`src/rtl/alu_arbiter_pkg.sv`:
```
// ---------------------------------------------------------------------------
// alu_arb_pkg
// Shared definitions for the two-port ALU arbiter: widths, the opcode
// enumeration, the result-buffer state type and helpers that classify
// opcodes by how they touch the Z/V/N flag register.
// ---------------------------------------------------------------------------
package alu_arb_pkg;

  localparam int DATA_W = 16;
  localparam int OP_W   = 4;

  localparam logic [DATA_W-1:0] SAT_MAX = {1'b0, {(DATA_W-1){1'b1}}};
  localparam logic [DATA_W-1:0] SAT_MIN = {1'b1, {(DATA_W-1){1'b0}}};

  typedef enum logic [OP_W-1:0] {
    OP_ADD    = 4'h0,
    OP_SUB    = 4'h1,
    OP_XOR    = 4'h2,
    OP_RED    = 4'h3,
    OP_SLL    = 4'h4,
    OP_SRA    = 4'h5,
    OP_ROR    = 4'h6,
    OP_PADDSB = 4'h7,
    OP_LW     = 4'h8,
    OP_SW     = 4'h9,
    OP_LLB    = 4'hA,
    OP_LHB    = 4'hB
  } alu_op_t;

  typedef enum logic {
    EMPTY = 1'b0,
    FULL  = 1'b1
  } arb_state_t;

  // Opcodes 0xC..0xF have no defined operation.
  function automatic logic is_invalid_op(input logic [OP_W-1:0] op);
    return op >= 4'hC;
  endfunction

  function automatic logic writes_zvn(input logic [OP_W-1:0] op);
    return (op == OP_ADD) || (op == OP_SUB);
  endfunction

  function automatic logic writes_z_only(input logic [OP_W-1:0] op);
    return (op == OP_XOR) || (op == OP_SLL) || (op == OP_SRA) || (op == OP_ROR);
  endfunction

endpackage

```
`src/rtl/alu_arbiter_if.sv`:
```
// ---------------------------------------------------------------------------
// alu_arbiter_if
// Request and result handshake bundle of the ALU arbiter.
//   req_valid/req_ready      : per-port request handshake (bit i = port i)
//   req{0,1}_opcode/_a/_b    : per-port operation and operands
//   res_valid/res_ready      : result handshake
//   res_data/res_id/res_err  : buffered result, issuing port, invalid-op tag
// Modports: master = requesters + consumer side, slave = arbiter side.
// ---------------------------------------------------------------------------
interface alu_arbiter_if;
  import alu_arb_pkg::*;

  logic [1:0]        req_valid;
  logic [1:0]        req_ready;
  logic [OP_W-1:0]   req0_opcode;
  logic [OP_W-1:0]   req1_opcode;
  logic [DATA_W-1:0] req0_a;
  logic [DATA_W-1:0] req1_a;
  logic [DATA_W-1:0] req0_b;
  logic [DATA_W-1:0] req1_b;
  logic              res_valid;
  logic              res_ready;
  logic [DATA_W-1:0] res_data;
  logic              res_id;
  logic              res_err;

  modport master (
    output req_valid, req0_opcode, req1_opcode, req0_a, req1_a, req0_b, req1_b,
    output res_ready,
    input  req_ready, res_valid, res_data, res_id, res_err
  );

  modport slave (
    input  req_valid, req0_opcode, req1_opcode, req0_a, req1_a, req0_b, req1_b,
    input  res_ready,
    output req_ready, res_valid, res_data, res_id, res_err
  );

endinterface

```
`src/rtl/alu_arbiter_alu_core.sv`:
```
// ---------------------------------------------------------------------------
// alu_core
// Purely combinational 16-bit ALU shared by both requesters.
//   ALU_In1, ALU_In2 : operands
//   Opcode           : operation select (0xC..0xF give 0)
//   ALU_Out          : result
//   Z_set/V_set/N_set: candidate flag values; the caller decides which land
// ---------------------------------------------------------------------------
module alu_core
  import alu_arb_pkg::*;
(
  input  logic [DATA_W-1:0] ALU_In1,
  input  logic [DATA_W-1:0] ALU_In2,
  input  logic [OP_W-1:0]   Opcode,
  output logic [DATA_W-1:0] ALU_Out,
  output logic              Z_set,
  output logic              V_set,
  output logic              N_set
);

  logic [DATA_W-1:0] sum;
  logic [DATA_W-1:0] diff;
  logic              add_ovf;
  logic              sub_ovf;
  logic [9:0]        red;
  logic [DATA_W-1:0] paddsb;
  logic [4:0]        nib;

  // Four independent signed nibble adds, each saturating to 0x7/0x8.
  always_comb begin
    paddsb = '0;
    nib    = '0;
    for (int i = 0; i < 4; i++) begin
      nib = {ALU_In1[4*i+3], ALU_In1[4*i +: 4]} + {ALU_In2[4*i+3], ALU_In2[4*i +: 4]};
      if (nib[4] != nib[3]) paddsb[4*i +: 4] = nib[4] ? 4'h8 : 4'h7;
      else                  paddsb[4*i +: 4] = nib[3:0];
    end
  end

  // Main operation mux. N is suppressed on a saturated overflow so a
  // clamped result is reported through V alone.
  always_comb begin
    sum     = ALU_In1 + ALU_In2;
    diff    = ALU_In1 - ALU_In2;
    add_ovf = (ALU_In1[DATA_W-1] == ALU_In2[DATA_W-1]) && (sum[DATA_W-1]  != ALU_In1[DATA_W-1]);
    sub_ovf = (ALU_In1[DATA_W-1] != ALU_In2[DATA_W-1]) && (diff[DATA_W-1] != ALU_In1[DATA_W-1]);
    red     = 10'(ALU_In1[15:8]) + 10'(ALU_In1[7:0]) + 10'(ALU_In2[15:8]) + 10'(ALU_In2[7:0]);
    ALU_Out = '0;
    V_set   = 1'b0;
    case (Opcode)
      OP_ADD: begin
        V_set   = add_ovf;
        ALU_Out = add_ovf ? (ALU_In1[DATA_W-1] ? SAT_MIN : SAT_MAX) : sum;
      end
      OP_SUB: begin
        V_set   = sub_ovf;
        ALU_Out = sub_ovf ? (ALU_In1[DATA_W-1] ? SAT_MIN : SAT_MAX) : diff;
      end
      OP_XOR:    ALU_Out = ALU_In1 ^ ALU_In2;
      OP_RED:    ALU_Out = {6'b0, red};
      OP_SLL:    ALU_Out = ALU_In1 << ALU_In2[3:0];
      OP_SRA:    ALU_Out = $signed(ALU_In1) >>> ALU_In2[3:0];
      OP_ROR:    ALU_Out = (ALU_In1 >> ALU_In2[3:0]) | (ALU_In1 << (5'd16 - {1'b0, ALU_In2[3:0]}));
      OP_PADDSB: ALU_Out = paddsb;
      OP_LW,
      OP_SW:     ALU_Out = (ALU_In1 & 16'hFFFE) + (ALU_In2 << 1);
      OP_LLB:    ALU_Out = {ALU_In1[15:8], ALU_In2[7:0]};
      OP_LHB:    ALU_Out = {ALU_In2[7:0], ALU_In1[7:0]};
      default:   ALU_Out = '0;
    endcase
    Z_set = (ALU_Out == '0);
    N_set = ALU_Out[DATA_W-1] & ~V_set;
  end

endmodule

```
`src/rtl/alu_arbiter.sv`:
```
// ---------------------------------------------------------------------------
// alu_arbiter
// Two-port arbiter/sequencer for the shared ALU. Picks at most one request
// per cycle, evaluates it on the single alu_core, stores the result in a
// one-entry buffer tagged with the issuing port, and owns the Z/V/N flags.
//   clk, rst_n          : clock, asynchronous active-low reset
//   bus (slave)         : request and result handshakes
//   flag_z/flag_v/flag_n: architectural flag register
// Build option: define ALU_ARB_RR_EN for round-robin between the two ports;
// otherwise port 0 has fixed priority and no pointer exists.
// ---------------------------------------------------------------------------
module alu_arbiter
  import alu_arb_pkg::*;
(
  input  logic          clk,
  input  logic          rst_n,
  alu_arbiter_if.slave  bus,
  output logic          flag_z,
  output logic          flag_v,
  output logic          flag_n
);

  arb_state_t        state_q, state_d;
  logic [1:0]        grant;
  logic              accept;
  logic              sel;
  logic              can_accept;
  logic [OP_W-1:0]   op_sel;
  logic [DATA_W-1:0] a_sel, b_sel;
  logic [DATA_W-1:0] alu_out;
  logic              z_set, v_set, n_set;
  logic [DATA_W-1:0] data_q;
  logic              id_q;
  logic              err_q;

`ifdef ALU_ARB_RR_EN
  logic              last_q;
`endif

  assign can_accept = (state_q == EMPTY) || bus.res_ready;

  // Grant selection; rst_n gates it so nothing is offered while in reset.
  always_comb begin
    grant = 2'b00;
    if (can_accept && rst_n) begin
      case (bus.req_valid)
        2'b01:   grant = 2'b01;
        2'b10:   grant = 2'b10;
`ifdef ALU_ARB_RR_EN
        2'b11:   grant = last_q ? 2'b01 : 2'b10;
`else
        2'b11:   grant = 2'b01;
`endif
        default: grant = 2'b00;
      endcase
    end
  end

  assign bus.req_ready = grant;
  assign accept        = |grant;
  assign sel           = grant[1];
  assign op_sel        = sel ? bus.req1_opcode : bus.req0_opcode;
  assign a_sel         = sel ? bus.req1_a      : bus.req0_a;
  assign b_sel         = sel ? bus.req1_b      : bus.req0_b;

  alu_core u_alu (
    .ALU_In1 (a_sel),
    .ALU_In2 (b_sel),
    .Opcode  (op_sel),
    .ALU_Out (alu_out),
    .Z_set   (z_set),
    .V_set   (v_set),
    .N_set   (n_set)
  );

  // Buffer occupancy: an accept always leaves it full (overwrite on a
  // simultaneous drain); a drain with no accept empties it.
  always_comb begin
    state_d = state_q;
    case (state_q)
      EMPTY: if (accept) state_d = FULL;
      FULL: begin
        if (accept)             state_d = FULL;
        else if (bus.res_ready) state_d = EMPTY;
      end
      default: state_d = EMPTY;
    endcase
  end

  // State, result buffer and flag register all update on the accept edge.
  always_ff @(posedge clk or negedge rst_n) begin
    if (!rst_n) begin
      state_q <= EMPTY;
      data_q  <= '0;
      id_q    <= 1'b0;
      err_q   <= 1'b0;
      flag_z  <= 1'b0;
      flag_v  <= 1'b0;
      flag_n  <= 1'b0;
    end else begin
      state_q <= state_d;
      if (accept) begin
        data_q <= alu_out;
        id_q   <= sel;
        err_q  <= is_invalid_op(op_sel);
        if (writes_zvn(op_sel)) begin
          flag_z <= z_set;
          flag_v <= v_set;
          flag_n <= n_set;
        end else if (writes_z_only(op_sel)) begin
          flag_z <= z_set;
        end
      end
    end
  end

`ifdef ALU_ARB_RR_EN
  // Remembers the last served port; starts at 1 so port 0 wins first.
  always_ff @(posedge clk or negedge rst_n) begin
    if (!rst_n)      last_q <= 1'b1;
    else if (accept) last_q <= sel;
  end
`endif

  assign bus.res_valid = (state_q == FULL);
  assign bus.res_data  = data_q;
  assign bus.res_id    = id_q;
  assign bus.res_err   = err_q;

endmodule

```
`src/flat_wrapper.sv`:
```
// flat-port wrapper written by rule: the top's interface ports become plain ports
module alu_arbiter_flat import alu_arb_pkg::*;
  (clk, rst_n, flag_z, flag_v, flag_n, bus_req_valid, bus_req0_opcode, bus_req1_opcode, bus_req0_a, bus_req1_a, bus_req0_b, bus_req1_b, bus_res_ready, bus_req_ready, bus_res_valid, bus_res_data, bus_res_id, bus_res_err);
  alu_arbiter_if bus_i ();
  input  logic clk;
  input  logic rst_n;
  output logic flag_z;
  output logic flag_v;
  output logic flag_n;
  input wire logic [$bits(bus_i.req_valid)-1:0] bus_req_valid;
  input wire logic [$bits(bus_i.req0_opcode)-1:0] bus_req0_opcode;
  input wire logic [$bits(bus_i.req1_opcode)-1:0] bus_req1_opcode;
  input wire logic [$bits(bus_i.req0_a)-1:0] bus_req0_a;
  input wire logic [$bits(bus_i.req1_a)-1:0] bus_req1_a;
  input wire logic [$bits(bus_i.req0_b)-1:0] bus_req0_b;
  input wire logic [$bits(bus_i.req1_b)-1:0] bus_req1_b;
  input wire logic [$bits(bus_i.res_ready)-1:0] bus_res_ready;
  output wire logic [$bits(bus_i.req_ready)-1:0] bus_req_ready;
  output wire logic [$bits(bus_i.res_valid)-1:0] bus_res_valid;
  output wire logic [$bits(bus_i.res_data)-1:0] bus_res_data;
  output wire logic [$bits(bus_i.res_id)-1:0] bus_res_id;
  output wire logic [$bits(bus_i.res_err)-1:0] bus_res_err;
  assign bus_i.req_valid = bus_req_valid;
  assign bus_i.req0_opcode = bus_req0_opcode;
  assign bus_i.req1_opcode = bus_req1_opcode;
  assign bus_i.req0_a = bus_req0_a;
  assign bus_i.req1_a = bus_req1_a;
  assign bus_i.req0_b = bus_req0_b;
  assign bus_i.req1_b = bus_req1_b;
  assign bus_i.res_ready = bus_res_ready;
  assign bus_req_ready = bus_i.req_ready;
  assign bus_res_valid = bus_i.res_valid;
  assign bus_res_data = bus_i.res_data;
  assign bus_res_id = bus_i.res_id;
  assign bus_res_err = bus_i.res_err;
  alu_arbiter u_core (.clk(clk), .rst_n(rst_n), .bus(bus_i), .flag_z(flag_z), .flag_v(flag_v), .flag_n(flag_n));
endmodule
```
`config.mk`:
```
export PLATFORM = sky130hd
export DESIGN_NAME = alu_arbiter_flat
export DESIGN_NICKNAME = d
export VERILOG_FILES = /design/src/rtl/alu_arbiter_pkg.sv /design/src/rtl/alu_arbiter_if.sv /design/src/rtl/alu_arbiter_alu_core.sv /design/src/rtl/alu_arbiter.sv /design/src/flat_wrapper.sv
export SDC_FILE = /design/constraint.sdc
export NUM_CORES = 1
export LEC_CHECK = 0
export ABC_AREA = 1
export BUFFER_PORTS_ARGS = -buffer_cell sky130_fd_sc_hd__buf_4
export CAP_MARGIN = 30
export CORE_MARGIN = 3
export CORE_UTILIZATION = 40
export DETAILED_ROUTE_END_ITERATION = 6
export PLACE_DENSITY = 0.61
export SLEW_MARGIN = 10
export SYNTH_ARGS = -nofsm -noshare
export SYNTH_HDL_FRONTEND = slang
export SYNTH_SLANG_ARGS = --single-unit
```
`constraint.sdc`:
```
create_clock -name clk -period 7.5 [get_ports clk]
set_clock_uncertainty 0.1 [all_clocks]
set_input_delay 1.5 -clock clk [delete_from_list [all_inputs] [get_ports clk]]
set_output_delay 1.5 -clock clk [all_outputs]
set_load 0.03 [all_outputs]
```
==> results.tsv <==
metric	value	unit
antenna_found_initial	0	
yosys_warnings	0	
met1_length	16.89	mm
crit_fanout	24	
fin_util	46.23	%
clkTransAtPathRegs	0.09	ns
die_x	152.4	um
fmax	152.0	MHz
place_ws	0.7360	ns
totalWireLength	39.78	mm
grt_setup_unrepaired	no	
maxSlewViolCount	0	
maxCapViolations	0	
worst_skew_pair.late_latency	0.28	ns
worstMarginPinSlew	0.9199	ns
avgSynthCellArea	5.254	sq um
topRoutingLayerUsed	met4	
cts_tree	built	
place_congestion	1.062	
final_hold_viol_count	0	
dr_total_vias	11200	
crit_path_top_delay_cell	fa_1	
ys.flop_type	dfrtp_1	
vias_per_cell	5.692	
ant_nets	0	
fin_crit	6.577	ns
setup_viol	0	
cp-start-kind	input port	
synth_enable_flop_cells	0	
ys_ff_latch	22	
crit_path_start	bus_res_ready	
wl_met2	16.95	mm
setup_slack	0.9228	ns
powerDensity	161.1	nW/um^2
cts_buffer_depth	2	
seq_area_frac_synth	6.421	%
h-tree-depth	1	
end_kind	register	
n_antenna_cell	0	
die-area	23230	sq um
syn_area	8574	sq um
grt_pass1_wl	59.81	mm
drt_iter0_drc	1016	
hp-class	register to register	
yosysTopAreaCell	nand2_1	
status	completed	
hp-start	u_core.bus.res_data[15]	
max_slew_margin	38.45	%
num_rows	52	
ir_drop	0.00007633	V
critPathMaxStageDelay	0.54	ns
wire_per_inst	20.21	um
synth_cells	1632	
yosysUniqueCellTypes	44	
cpMostUsedCell	nand2_1	
grt_max_degree	58	
drive_gt1_share	11.84	%
criticalPathCategory	input port to register	
fin_tns_setup	0	ns
dp_hpwl	33.01	mm
grt_pass1_vias	10200	
cts_hold_buffers	0	
fin_crit_sh	87.70	%
p_leak	5.449	nW
initial_utilization	41.57	%
cts_buffers	3	
areaGrowthSynthToFinish	11.21	%
async_reset_ff_share	100.0	%
ys_top_cells_by_area	nand2_1 (26%), nand3_1 (13%), inv_1 (8.3%)	
post_cts_resized	0	
synth_top_area_share	25.96	%
syn_nets	1783	
cp.required	7.62	ns
critical_path_arrival	6.70	ns
root_buffer	clkbuf_16	
route.met3.wl	4.018	mm
drc	0	
drt-pass1-iter-count	6	
rr_startpoint	u_core.bus.res_valid	
grt.total_usage	32.65	%
fin_nets	1850	
grt_overflow_total	0	
fp.dieH	152.4	um
coreArea	20620	sq um
cts_post_setup_buffers_inserted	0	
numPortBuffers	100	
clock_sinks	22	
num_io_pins	101	
layout by cell type (no fill, tap or decap), types with 2 or more instances in the layout:
| cell | netlist | layout |
|---|---|---|
| nand2_1 | 593 | 593 |
| nand3_1 | 217 | 217 |
| inv_1 | 189 | 189 |
| nor2_1 | 147 | 146 |
| buf_4 | 8 | 122 |
| a21oi_1 | 59 | 59 |
| ha_1 | 55 | 55 |
| o21ai_0 | 51 | 51 |
| nand4_1 | 49 | 49 |
| nand2_2 | 35 | 35 |
| dfrtp_1 | 22 | 22 |
| fa_1 | 19 | 19 |
| o21ai_1 | 16 | 16 |
| xor2_1 | 14 | 14 |
| inv_2 | 13 | 13 |
| nor3_1 | 13 | 13 |
| o211ai_1 | 10 | 10 |
| o21bai_1 | 9 | 9 |
| or2_2 | 7 | 7 |
| xnor2_1 | 7 | 7 |
| nor2_2 | 6 | 7 |
| a31oi_1 | 7 | 7 |
| nand3_2 | 5 | 5 |
| nand3b_1 | 4 | 4 |
| o31ai_1 | 4 | 4 |
| clkbuf_16 | 0 | 3 |
| clkinv_1 | 2 | 2 |
| o21ai_2 | 2 | 2 |
| a21oi_2 | 2 | 2 |
| and2_1 | 2 | 2 |
| o22ai_1 | 2 | 2 |
Yosys cell counts (14+ instances only):
library cell	instances
a21oi_1	59
buf_2	25
clkbuf_1	14
dfrtp_1	22
fa_1	19
ha_1	55
inv_1	189
nand2_1	593
nand2_2	35
nand3_1	217
nand4_1	49
nor2_1	147
o21ai_0	51
o21ai_1	16
xor2_1	14
registers in the layout (all words and copies together) (netlist names):
register,count
u_core.flag_n,1
u_core.flag_v,1
u_core.bus.res_valid,1
u_core.bus.res_id,1
u_core.bus.res_err,1
u_core.bus.res_data,16
u_core.flag_z,1
kinds of logic after synthesis:
family,synth area share [%]
flip-flops,6.421
XOR/XNOR,2.145
AND/OR/NAND/NOR,54.31
AO/OA/AOI/OAI,11.19
adder cells (fa/ha/maj),12.46
buffers and inverters,13.47
worst max-delay path: cells and delay by family:
family	cells	cell delay [ns]
buffers and inverters	7	1.05
adder cells (fa/ha/maj)	2	0.83
AND/OR/NAND/NOR	23	2.94
AO/OA/AOI/OAI	1	0.38
where the power goes:
group          switching, mW  total [mW]  internal [mW]
sequential            0.0199       0.170          0.150
combinational          0.834        1.23          0.394
clock                 0.0562       0.138         0.0820
total                  0.910        1.54          0.626
layout make-up:
class,count,area [sq um]
clock buffers,4,88.84
multi-input cells,1345,6872
fillers,2321,11090
well taps,270,337.8
repair buffers,123,920.9
inverters,204,765.7
flip-flops and latches,22,550.5
per-stage QoR:
step,hold WS [ns],total power [mW],instance area (sq um),cells
after floorplan,0.5474,0.9959,8574,1632
after global placement,0.3685,1.377,9442,1963
after detailed placement,0.3646,1.372,9442,1963
after CTS,0.3912,1.512,9530,1967
after global routing,0.4180,1.666,9535,1968
final,0.3847,1.536,9535,1968
layer usage:
metal  vias to the layer above  track usage, %
met1                      5100           45.61
li1                       5378               -
met4                         0           12.86
met3                        90           5.680
met5                         -               0
met2                       633           50.13
final timing paths:
kind | end | slack (ns) | depth (start not counted)
worst max-delay path | u_core.flag_z | 0.92 | 33
worst min-delay path | u_core.bus.res_data[15] | 0.38 | 2
worst max register to register | u_core.flag_z | 1.86 | 31
worst min register to register | u_core.bus.res_data[15] | 0.38 | 2
max in group asynchronous | u_core.bus.res_data[15] | 5.54 | 2
min in group asynchronous | u_core.bus.res_id | 1.29 | 2
(Power assumes the default switching activity.)
